**config.mk**
```make
export PLATFORM = sky130hd
export DESIGN_NAME = fht_stream_io
export DESIGN_NICKNAME = d
export VERILOG_FILES = /design/src/rtl/fht_stream_io.sv
export SDC_FILE = /design/constraint.sdc
export NUM_CORES = 1
export LEC_CHECK = 0
export ABC_AREA = 1
export BUFFER_PORTS_ARGS = -buffer_cell sky130_fd_sc_hd__buf_2
export CAP_MARGIN = 10
export CORE_MARGIN = 1
export CORE_UTILIZATION = 55
export DETAILED_ROUTE_END_ITERATION = 8
export GPL_TIMING_DRIVEN = 0
export PLACE_DENSITY_LB_ADDON = 0.05
export SLEW_MARGIN = 40
export SYNTH_ARGS = -nofsm -noshare
export SYNTH_HDL_FRONTEND = slang
export SYNTH_SLANG_ARGS = --single-unit
```
**constraint.sdc**
```tcl
create_clock -name iCLK -period 3 [get_ports iCLK]
set_input_delay 0 -clock iCLK [delete_from_list [all_inputs] [get_ports iCLK]]
set_output_delay 0 -clock iCLK [all_outputs]
set_load 0.03 [all_outputs]
```
**src/rtl/fht_stream_io.sv**
```systemverilog
// Streaming load/unload front-end for the FHT core: round-robin bank loader,
// core start/finish handshake, and an in-order backpressured result reader.
module fht_stream_io #(
    parameter int D_BIT = 17,
    parameter int A_BIT = 8,
    parameter int BANKS = 4
) (
    input  logic                     iCLK,
    input  logic                     iRESET,
    input  logic                     iIN_VALID,
    input  logic signed [D_BIT-2:0]  iIN_DATA,
    output logic                     oIN_READY,
    output logic                     oSOURCE_CONT,
    output logic [BANKS-1:0]         oWE,
    output logic [A_BIT-1:0]         oADDR_WR,
    output logic signed [D_BIT-1:0]  oDATA_WR,
    output logic [A_BIT-1:0]         oADDR_RD,
    input  logic [BANKS*D_BIT-1:0]   iRAM_RE,
    output logic                     oSTART,
    input  logic                     iCORE_RDY,
    output logic                     oOUT_VALID,
    output logic signed [D_BIT-1:0]  oOUT_DATA,
    output logic                     oOUT_LAST,
    input  logic                     iOUT_READY,
    output logic                     oERR
);
    localparam int LOG2B = $clog2(BANKS);
    localparam int CW    = A_BIT + LOG2B;
    // N is a power of two, so the last sample index is all ones
    localparam logic [CW-1:0]    LAST_IDX = {CW{1'b1}};
    localparam logic [BANKS-1:0] WE_ONE   = {{(BANKS-1){1'b0}}, 1'b1};

    typedef enum logic [2:0] {
        S_LOAD, S_FLUSH, S_START, S_WAIT_BUSY, S_WAIT_DONE, S_UNLOAD
    } state_t;

    function automatic logic signed [D_BIT-1:0] sign_ext(input logic signed [D_BIT-2:0] x);
        return {x[D_BIT-2], x};
    endfunction

    state_t                   state;
    logic [CW-1:0]            wr_cnt;
    logic [CW-1:0]            rd_cnt;
    logic                     rd_all;
    logic [1:0]               busy_cnt;

    logic                     vld_p1;
    logic                     last_p1;
    logic [LOG2B-1:0]         bank_sel_p1;
    logic signed [D_BIT-1:0]  ram_word_p1;

    logic signed [D_BIT-1:0]  fifo_data [2];
    logic                     fifo_last [2];
    logic                     wptr;
    logic                     rptr;
    logic [1:0]               occ;

    logic                     in_acc;
    logic                     out_pop;
    logic                     last_pop;
    logic                     issue;

    assign oIN_READY    = (state == S_LOAD);
    assign oSOURCE_CONT = !(state inside {S_START, S_WAIT_BUSY, S_WAIT_DONE});
    assign in_acc       = iIN_VALID && oIN_READY;

    assign oOUT_VALID   = (occ != 2'd0);
    assign oOUT_DATA    = fifo_data[rptr];
    assign oOUT_LAST    = oOUT_VALID && fifo_last[rptr];
    assign out_pop      = oOUT_VALID && iOUT_READY;
    assign last_pop     = out_pop && oOUT_LAST;

    // A pop in the same cycle frees a slot, which keeps full-rate unload at 1 word/cycle
    assign issue = (state == S_UNLOAD) && !rd_all &&
                   ((3'(occ) + 3'(vld_p1)) < (3'd2 + 3'(out_pop)));

    assign oADDR_RD    = rd_cnt[CW-1:LOG2B];
    assign ram_word_p1 = iRAM_RE[bank_sel_p1*D_BIT +: D_BIT];

    always_ff @(posedge iCLK or negedge iRESET) begin
        if (!iRESET) begin
            state    <= S_LOAD;
            wr_cnt   <= '0;
            rd_cnt   <= '0;
            rd_all   <= 1'b0;
            busy_cnt <= '0;
            oSTART   <= 1'b0;
            oERR     <= 1'b0;
            oWE      <= '0;
            oADDR_WR <= '0;
            oDATA_WR <= '0;
        end else begin
            oSTART <= 1'b0;
            oWE    <= '0;
            case (state)
                S_LOAD: begin
                    if (in_acc) begin
                        oWE      <= WE_ONE << wr_cnt[LOG2B-1:0];
                        oADDR_WR <= wr_cnt[CW-1:LOG2B];
                        oDATA_WR <= sign_ext(iIN_DATA);
                        if (wr_cnt == LAST_IDX) state <= S_FLUSH;
                        else                    wr_cnt <= wr_cnt + 1'b1;
                    end
                end
                S_FLUSH: begin
                    state  <= S_START;
                    oSTART <= 1'b1;
                end
                S_START: begin
                    state    <= S_WAIT_BUSY;
                    busy_cnt <= '0;
                end
                S_WAIT_BUSY: begin
                    if (!iCORE_RDY) begin
                        state <= S_WAIT_DONE;
                    end else if (busy_cnt == 2'd3) begin
                        oERR  <= 1'b1;
                        state <= S_WAIT_DONE;
                    end else begin
                        busy_cnt <= busy_cnt + 1'b1;
                    end
                end
                S_WAIT_DONE: begin
                    if (iCORE_RDY) state <= S_UNLOAD;
                end
                S_UNLOAD: begin
                    if (issue) begin
                        if (rd_cnt == LAST_IDX) rd_all <= 1'b1;
                        else                    rd_cnt <= rd_cnt + 1'b1;
                    end
                    if (last_pop) begin
                        state  <= S_LOAD;
                        wr_cnt <= '0;
                        rd_cnt <= '0;
                        rd_all <= 1'b0;
                    end
                end
                default: state <= S_LOAD;
            endcase
        end
    end

    // p0 -> p1: address issued, bank select and last flag wait for the RAM read
    always_ff @(posedge iCLK or negedge iRESET) begin
        if (!iRESET) begin
            vld_p1      <= 1'b0;
            last_p1     <= 1'b0;
            bank_sel_p1 <= '0;
        end else begin
            vld_p1 <= issue;
            if (issue) begin
                bank_sel_p1 <= rd_cnt[LOG2B-1:0];
                last_p1     <= (rd_cnt == LAST_IDX);
            end
        end
    end

    // p1 -> skid: RAM word muxed by bank and queued for the consumer
    always_ff @(posedge iCLK or negedge iRESET) begin
        if (!iRESET) begin
            for (int i = 0; i < 2; i++) begin
                fifo_data[i] <= '0;
                fifo_last[i] <= 1'b0;
            end
            wptr <= 1'b0;
            rptr <= 1'b0;
            occ  <= '0;
        end else begin
            if (vld_p1) begin
                fifo_data[wptr] <= ram_word_p1;
                fifo_last[wptr] <= last_p1;
                wptr            <= ~wptr;
            end
            if (out_pop) rptr <= ~rptr;
            occ <= occ + 2'(vld_p1) - 2'(out_pop);
        end
    end
endmodule

```
==> results.sh, run 1 <==
export IMPL_n_antenna_cell=0
export IMPL_ys_seq_area_share_pct=46.4
export IMPL_hold_path_class="input pin to register"
export IMPL_clkSinkCount=100
export IMPL_power_density_nw_per_um2=539
export IMPL_synth_top_area_cell="dfrtp_1"
export IMPL_grt_max_degree=70
export IMPL_synth_top_area_share_pct=46.4
export IMPL_rows=35
export IMPL_vias=5042
export IMPL_synthToLayoutAreaGrowth_pct=24.5
export IMPL_fillers=783
export IMPL_critPathLaunchType="register"
export IMPL_via_per_inst=5.21
export IMPL_place_area_um2=6330
export IMPL_drc=0
export IMPL_initial_utilization_pct=57.6
export IMPL_syn_avg_cell_area_um2=8.23
export IMPL_yosys_area_share_simple_pct=26.8
export IMPL_synth_fp_nets=754
export IMPL_max_freq_mhz=530
export IMPL_slew_headroom_pct=62.3
export IMPL_core_area_um2=9370
export IMPL_endpoint_kind="output pin"
export IMPL_async_flop_share_pct=100
export IMPL_drt_total_wl_mm=13.5
export IMPL_setup_viol=0
export IMPL_tritoncts="yes"
export IMPL_cpMostUsedCell="nand2_1"
export IMPL_holdWs_ps=44.3
export IMPL_grt_pass1_wl_mm=22.2
export IMPL_netlist_area_um2=5390
export IMPL_ant_nets=0
export IMPL_vdd_drop_max_mv=0.336
export IMPL_gp_congestion=0.854
export IMPL_dp_final_hpwl_mm=9.83
export IMPL_ys_flop_type="dfrtp_1"
export IMPL_rsz0062_at_grt="no"
export IMPL_grt_pass1_vias=4859
export IMPL_arrival_ps=1890
export IMPL_die_h_um=101
export IMPL_drive_above_1_share_pct=28.1
export IMPL_synth_seq_cells=100
export IMPL_cts_buffer_depth=2
export IMPL_cts_setup_buffers=0
export IMPL_power_total_w=0.00362
export IMPL_synth_compound_area_share_pct=11.5
export IMPL_worst_pin_slew_ps=566
export IMPL_die_w_um=101
export IMPL_wl_per_cell_um=14.0
export IMPL_final_cell_area_um2=6720
export IMPL_cts_buffers=9
export IMPL_crit_fanout=10
export IMPL_nNetsFinal=933
export IMPL_synth_fa_ha_area_share_pct=2.32
export IMPL_path_class="register to output pin"
export IMPL_die_area_um2=10200
export IMPL_status="finished, final reports clean"
export IMPL_drv_slew=0
export IMPL_stdcell_count=968
export IMPL_crit_slowest_cell="clkbuf_1"
export IMPL_post_route_min_period_ps=1890
export IMPL_firstDrtPassIters=5
export IMPL_synth_top_family_by_area="simple AND/OR/NAND/NOR gates"
export IMPL_track_usage_pct=28.0
export IMPL_muxShareOfSynthArea_pct=4.38
export IMPL_h_tree_depth=3
export IMPL_clock_skew_ps=13.2
export IMPL_antenna_found_initial=0
export IMPL_portBuffers=148
export IMPL_synth_area_leaders="dfrtp_1, nand2_1, nor2_1"
export IMPL_synth_xor_area_share_pct=1.14
export IMPL_hold_viol=0
export IMPL_ioPinCount=149
export IMPL_p_leak_nw=3.60
export IMPL_cp_cell_sequence="buf_4, inv_6, clkbuf_1, nand2_1, nand2_1, buf_2"
export IMPL_synth_cells=655
export IMPL_cts_clk_slew_worst_paths_ps=110
export IMPL_synth_distinct_cells=38
export IMPL_synth_edf_count=0
export IMPL_finalCritPeriodShare_pct=62.9
export IMPL_drv_cap=0
export IMPL_cts_root_buffer="clkbuf_8"
export IMPL_drt_first_iter_violations=217
export IMPL_dp_cells=933
export IMPL_yosys_warnings=0
export IMPL_tns_ps=0
export IMPL_grt_overflow_total=0
export IMPL_required_ps=3000
export IMPL_clock_latency_ps=380
export IMPL_cp_slowest_stage_delay_ps=410
stage by stage:
stage | setup slack (ps) | utilization [%]
floorplan | 1360 | -
global placement | 942 | 67.2
detailed placement | 1260 | 67.6
CTS | 1070 | 71.7
global route | 929 | 71.7
finish | 1110 | 71.7
path summary, 6_finish.rpt:
| check | start | end | slack [ps] | depth (start not counted) |
|---|---|---|---|---|
| setup / recovery | rptr$_DFFE_PN0P_ | oOUT_DATA[14] | 1110 | 6 |
| hold / removal | iRAM_RE[11] | fifo_data[28]$_DFFE_PN0P_ | 40 | 4 |
| setup reg to reg | bank_sel_p1[1]$_DFFE_PN0P_ | fifo_data[31]$_DFFE_PN0P_ | 1270 | 5 |
| hold reg to reg | oERR$_DFFE_PN0P_ | oERR$_DFFE_PN0P_ | 480 | 1 |
| max in group asynchronous | iRESET | oADDR_WR[1]$_DFFE_PN0P_ | 2330 | 3 |
| min in group asynchronous | iRESET | fifo_data[26]$_DFFE_PN0P_ | 50 | 2 |
Yosys cell counts (2+ instances only):
| cell type | instances |
|---|---|
| nor3_1 | 4 |
| buf_2 | 4 |
| xnor2_1 | 2 |
| o21ai_1 | 37 |
| or2_2 | 2 |
| nand2_4 | 3 |
| nand3b_1 | 4 |
| nand2_2 | 7 |
| nor2_2 | 3 |
| mux2_1 | 4 |
| nand3_4 | 2 |
| o21ai_0 | 47 |
| nand2_1 | 196 |
| ha_1 | 10 |
| mux2_4 | 12 |
| dfrtp_1 | 100 |
| inv_1 | 43 |
| nand3_1 | 21 |
| inv_4 | 2 |
| o22a_1 | 17 |
| buf_6 | 3 |
| inv_2 | 5 |
| clkbuf_1 | 14 |
| nand3_2 | 11 |
| nor2_1 | 67 |
| xor2_1 | 5 |
| nand4_1 | 4 |
| buf_4 | 12 |
| a21oi_1 | 5 |
area by class of cell:
type                       count  area (um2)  area share (%)
sequential                   100        2500            37.3
inverter                      52         206            3.07
timing repair buffer         168         968            14.4
clock inverter                 6        56.3           0.838
clock buffer                  10         138            2.05
multi-input combinational    469        2480            37.0
buffer                        34         200            2.98
tap                          129         161            2.40
critical path: cells and delay by family (launching register included):
family	cells	cell delay, ps
buffers and inverters	4	910
flip-flops	1	380
AND/OR/NAND/NOR	2	220
state kept, by name, summed over array words and instances (netlist names), 3 cells and up:
| register | count |
|---|---|
| fifo_data | 34 |
| oDATA_WR | 16 |
| rd_cnt | 10 |
| wr_cnt | 10 |
| oADDR_WR | 8 |
| oWE | 4 |
| state | 3 |
repair_timing:
action | in CTS | in global routing
endpoints found under the hold margin | 118 | 0
resized for setup | 0 | 0
hold buffers | 19 | 0
setup endpoints to repair | 0 | 0
layer usage:
layer / GRT usage [%] / routed length (um) / share of wire [%]
met3: 4.51 / 760 / 5.6
met5: 0 / 0 / 0
met4: 11.0 / 285 / 2.1
met2: 49.5 / 6780 / 50
met1: 34.4 / 5700 / 42
cell usage in the layout, fill, tap and decap left out, types with 3 or more instances in the layout:
cell,instances
a21oi_1,5
buf_2,151
buf_4,12
buf_6,3
clkbuf_1,14
clkbuf_8,10
dfrtp_1,100
dlygate4sd3_1,19
ha_1,10
inv_1,43
inv_2,5
mux2_1,4
mux2_4,12
nand2_1,196
nand2_2,7
nand2_4,3
nand3_1,21
nand3_2,11
nand3b_1,4
nand4_1,4
nor2_1,67
nor2_2,3
nor3_1,4
o21ai_0,47
o21ai_1,37
o22a_1,17
xor2_1,5
kinds of logic after synthesis:
| logic type | count (synthesis) |
|---|---|
| and+or+nand+nor | 326 |
| AOI/OAI and AO/OA | 109 |
| DFF | 100 |
| buffers and inverters | 86 |
| muxes | 17 |
| adders and majority gates | 10 |
| xor gates and xnor gates | 7 |
report_power, final:
group | total, W | switching (W) | internal [W]
Combinational | 0.00125 | 0.000855 | 0.000392
Clock | 0.000854 | 0.000512 | 0.000342
Sequential | 0.00152 | 0.0000728 | 0.00144
Note: power is estimated with default switching activity, not from simulation.
==> inputs of run 2 (changes only) <==
--- a/config.mk
+++ b/config.mk
@@ -9,7 +9,7 @@
 export BUFFER_PORTS_ARGS = -buffer_cell sky130_fd_sc_hd__buf_2
 export CAP_MARGIN = 10
 export CORE_MARGIN = 1
-export CORE_UTILIZATION = 55
+export CORE_UTILIZATION = 53
 export DETAILED_ROUTE_END_ITERATION = 8
 export GPL_TIMING_DRIVEN = 0
 export PLACE_DENSITY_LB_ADDON = 0.05
==> constraint.sdc (replaced) <==
create_clock -name iCLK -period 1.8 [get_ports iCLK]
set_input_delay 0 -clock iCLK [delete_from_list [all_inputs] [get_ports iCLK]]
set_output_delay 0 -clock iCLK [all_outputs]
set_load 0.03 [all_outputs]
==> run 2 against run 1 <==
Global-route usage shrank 1.6 points. Cell area shrank 0.15%. Sequential power grew 66%. Combinational power grew 64%. Largest power group unchanged. Critical path type is now register to register. Die area grew 3.7%. Final cell count grew 0.21%.
==> results.sh, run 2 (synthesized netlist as in run 1, its figures left out) <==
export IMPL_status="finished, final reports clean"
export IMPL_dp_cells=937
export IMPL_final_common_cell="nand2_1"
export IMPL_largest_register_ffs=34
export IMPL_post_route_min_period_ps=1670
export IMPL_hold_viol=0
export IMPL_ioPinCount=149
export IMPL_clkSinkCount=100
export IMPL_rows=36
export IMPL_worst_pin_slew_ps=596
export IMPL_cp_cell_sequence="inv_1, or2_1, clkbuf_1, clkbuf_1, o21ai_1"
export IMPL_endpoint_kind="register"
export IMPL_vdd_drop_max_mv=0.535
export IMPL_hold_path_class="input pin to register"
export IMPL_crit_slowest_cell="dfrtp_1"
export IMPL_cts_buffers=9
export IMPL_grt_pass1_vias=4719
export IMPL_track_usage_pct=26.4
export IMPL_reg2reg_depth=5
export IMPL_core_area_um2=9820
export IMPL_grt_overflow_total=0
export IMPL_cpMostUsedCell="clkbuf_1"
export IMPL_max_freq_mhz=599
export IMPL_power_density_nw_per_um2=875
export IMPL_required_ps=2010
export IMPL_wl_per_cell_um=13.9
export IMPL_die_h_um=103
export IMPL_setup_viol=0
export IMPL_portBuffers=148
export IMPL_path_class="register to register"
export IMPL_cts_buffer_depth=2
export IMPL_arrival_ps=1880
export IMPL_firstDrtPassIters=4
export IMPL_slew_headroom_pct=60.3
export IMPL_utilization_pct=68.3
export IMPL_n_antenna_cell=0
export IMPL_die_area_um2=10600
export IMPL_grt_pass1_wl_mm=21.5
export IMPL_final_cell_mix="nand2_1, buf_2, dfrtp_1, nor2_1, o21ai_0"
export IMPL_grt_max_degree=66
export IMPL_drt_total_wl_mm=13.5
export IMPL_synthToLayoutAreaGrowth_pct=24.4
export IMPL_drc=0
export IMPL_clock_latency_ps=360
export IMPL_worstSetupPathDepth=5
export IMPL_tritoncts="yes"
export IMPL_p_leak_nw=3.59
export IMPL_cts_root_buffer="clkbuf_8"
export IMPL_via_per_inst=5.12
export IMPL_cp_top_family="buffers and inverters"
export IMPL_ant_nets=0
export IMPL_antenna_found_initial=0
export IMPL_die_w_um=103
export IMPL_finalCritPeriodShare_pct=92.8
export IMPL_initial_utilization_pct=54.9
export IMPL_cts_clk_slew_worst_paths_ps=90
export IMPL_stdcell_count=970
export IMPL_nNetsFinal=932
export IMPL_h_tree_depth=3
export IMPL_dp_final_hpwl_mm=9.67
export IMPL_min_path_cells=5
export IMPL_drive_above_1_share_pct=28.9
export IMPL_drv_slew=0
export IMPL_drt_first_iter_violations=141
export IMPL_reg_top3="fifo_data (34), oDATA_WR (16)"
export IMPL_regMostFlops="fifo_data"
export IMPL_holdWs_ps=53.3
export IMPL_critPathLaunchType="register"
export IMPL_cp_slowest_stage_delay_ps=440
export IMPL_clock_skew_ps=13.7
export IMPL_drv_cap=0
export IMPL_crit_buf_inv=3
export IMPL_crit_fanout=10
export IMPL_gp_congestion=0.863
export IMPL_vias=4963
-- run 2: cell count changes in the layout (fill, tap and decap cells not counted), moves of 2 or more --
cell,change
clkbuf_2,+3
dfrtp_1,-4
dfrtp_2,+4
clkbuf_1,-2
inv_8,-2
-- run 2: stage by stage --
step / cell area, um2 / TNS (ps) / total power [W] / setup slack, ps
6_report: 6710 / 0 / 0.00587 / 130
5_1_grt: 6710 / -1.11 / 0.00619 / -1.11
4_1_cts: 6690 / 0 / 0.00591 / 37.4
3_5_place_dp: 6340 / 0 / 0.00460 / 49.4
3_3_place_gp: 6300 / -27450 / 0.00454 / -280
2_1_floorplan: 5390 / 0 / 0.00393 / 159
-- run 2: worst register-to-register path: cells and delay by family (launching register included) --
family	cells	cell delay, ps
buffers and inverters	3	850
DFF	1	440
AOI/OAI and AO/OA	1	160
and+or+nand+nor	1	90
-- run 2: final cells by class --
type / instances / area (um2)
Buffer: 33 / 200
Clock buffer: 12 / 145
Clock inverter: 3 / 23.8
Fill cell: 873 / 3110
Inverter: 52 / 206
Multi-Input combinational cell: 469 / 2490
Sequential cell: 100 / 2510
Tap cell: 133 / 166
Timing Repair Buffer: 168 / 968
-- run 2: power breakdown --
group,internal [W],switching [W]
logic,0.000652,0.00140
registers,0.00241,0.000125
clock network,0.000538,0.000745
total,0.00360,0.00227
-- run 2: timing repair --
item                                   in CTS  in global routing
cloned                                      0                  0
buffers inserted                            0                  0
pin swaps                                   0                  0
gates resized for setup                     0                 12
hold buffers                               19                  0
setup endpoints to repair                   3                 43
endpoints found under the hold margin     118                  0
-- run 2: path summary, 6_finish.rpt --
path	startpoint	endpoint	slack, ps
setup / recovery	vld_p1$_DFF_PN0_	fifo_data[32]$_DFFE_PN0P_	130
hold / removal	iIN_VALID	wr_cnt[0]$_DFFE_PN0P_	50
setup reg to reg	vld_p1$_DFF_PN0_	fifo_data[32]$_DFFE_PN0P_	130
hold reg to reg	oERR$_DFFE_PN0P_	oERR$_DFFE_PN0P_	480
max in group asynchronous	iRESET	rd_cnt[1]$_DFFE_PN0P_	1060
min in group asynchronous	iRESET	fifo_data[8]$_DFFE_PN0P_	90
-- run 2: per-layer routing --
metal / vias to the layer above / routed length (um) / part of all wire, % / GRT usage (%)
met5: - / 0 / 0 / 0
met4: 0 / 104 / 0.77 / 5.96
met3: 10 / 671 / 5.0 / 5.56
met2: 138 / 7070 / 52 / 49.0
met1: 2351 / 5650 / 42 / 31.4
li1: 2464 / - / - / -
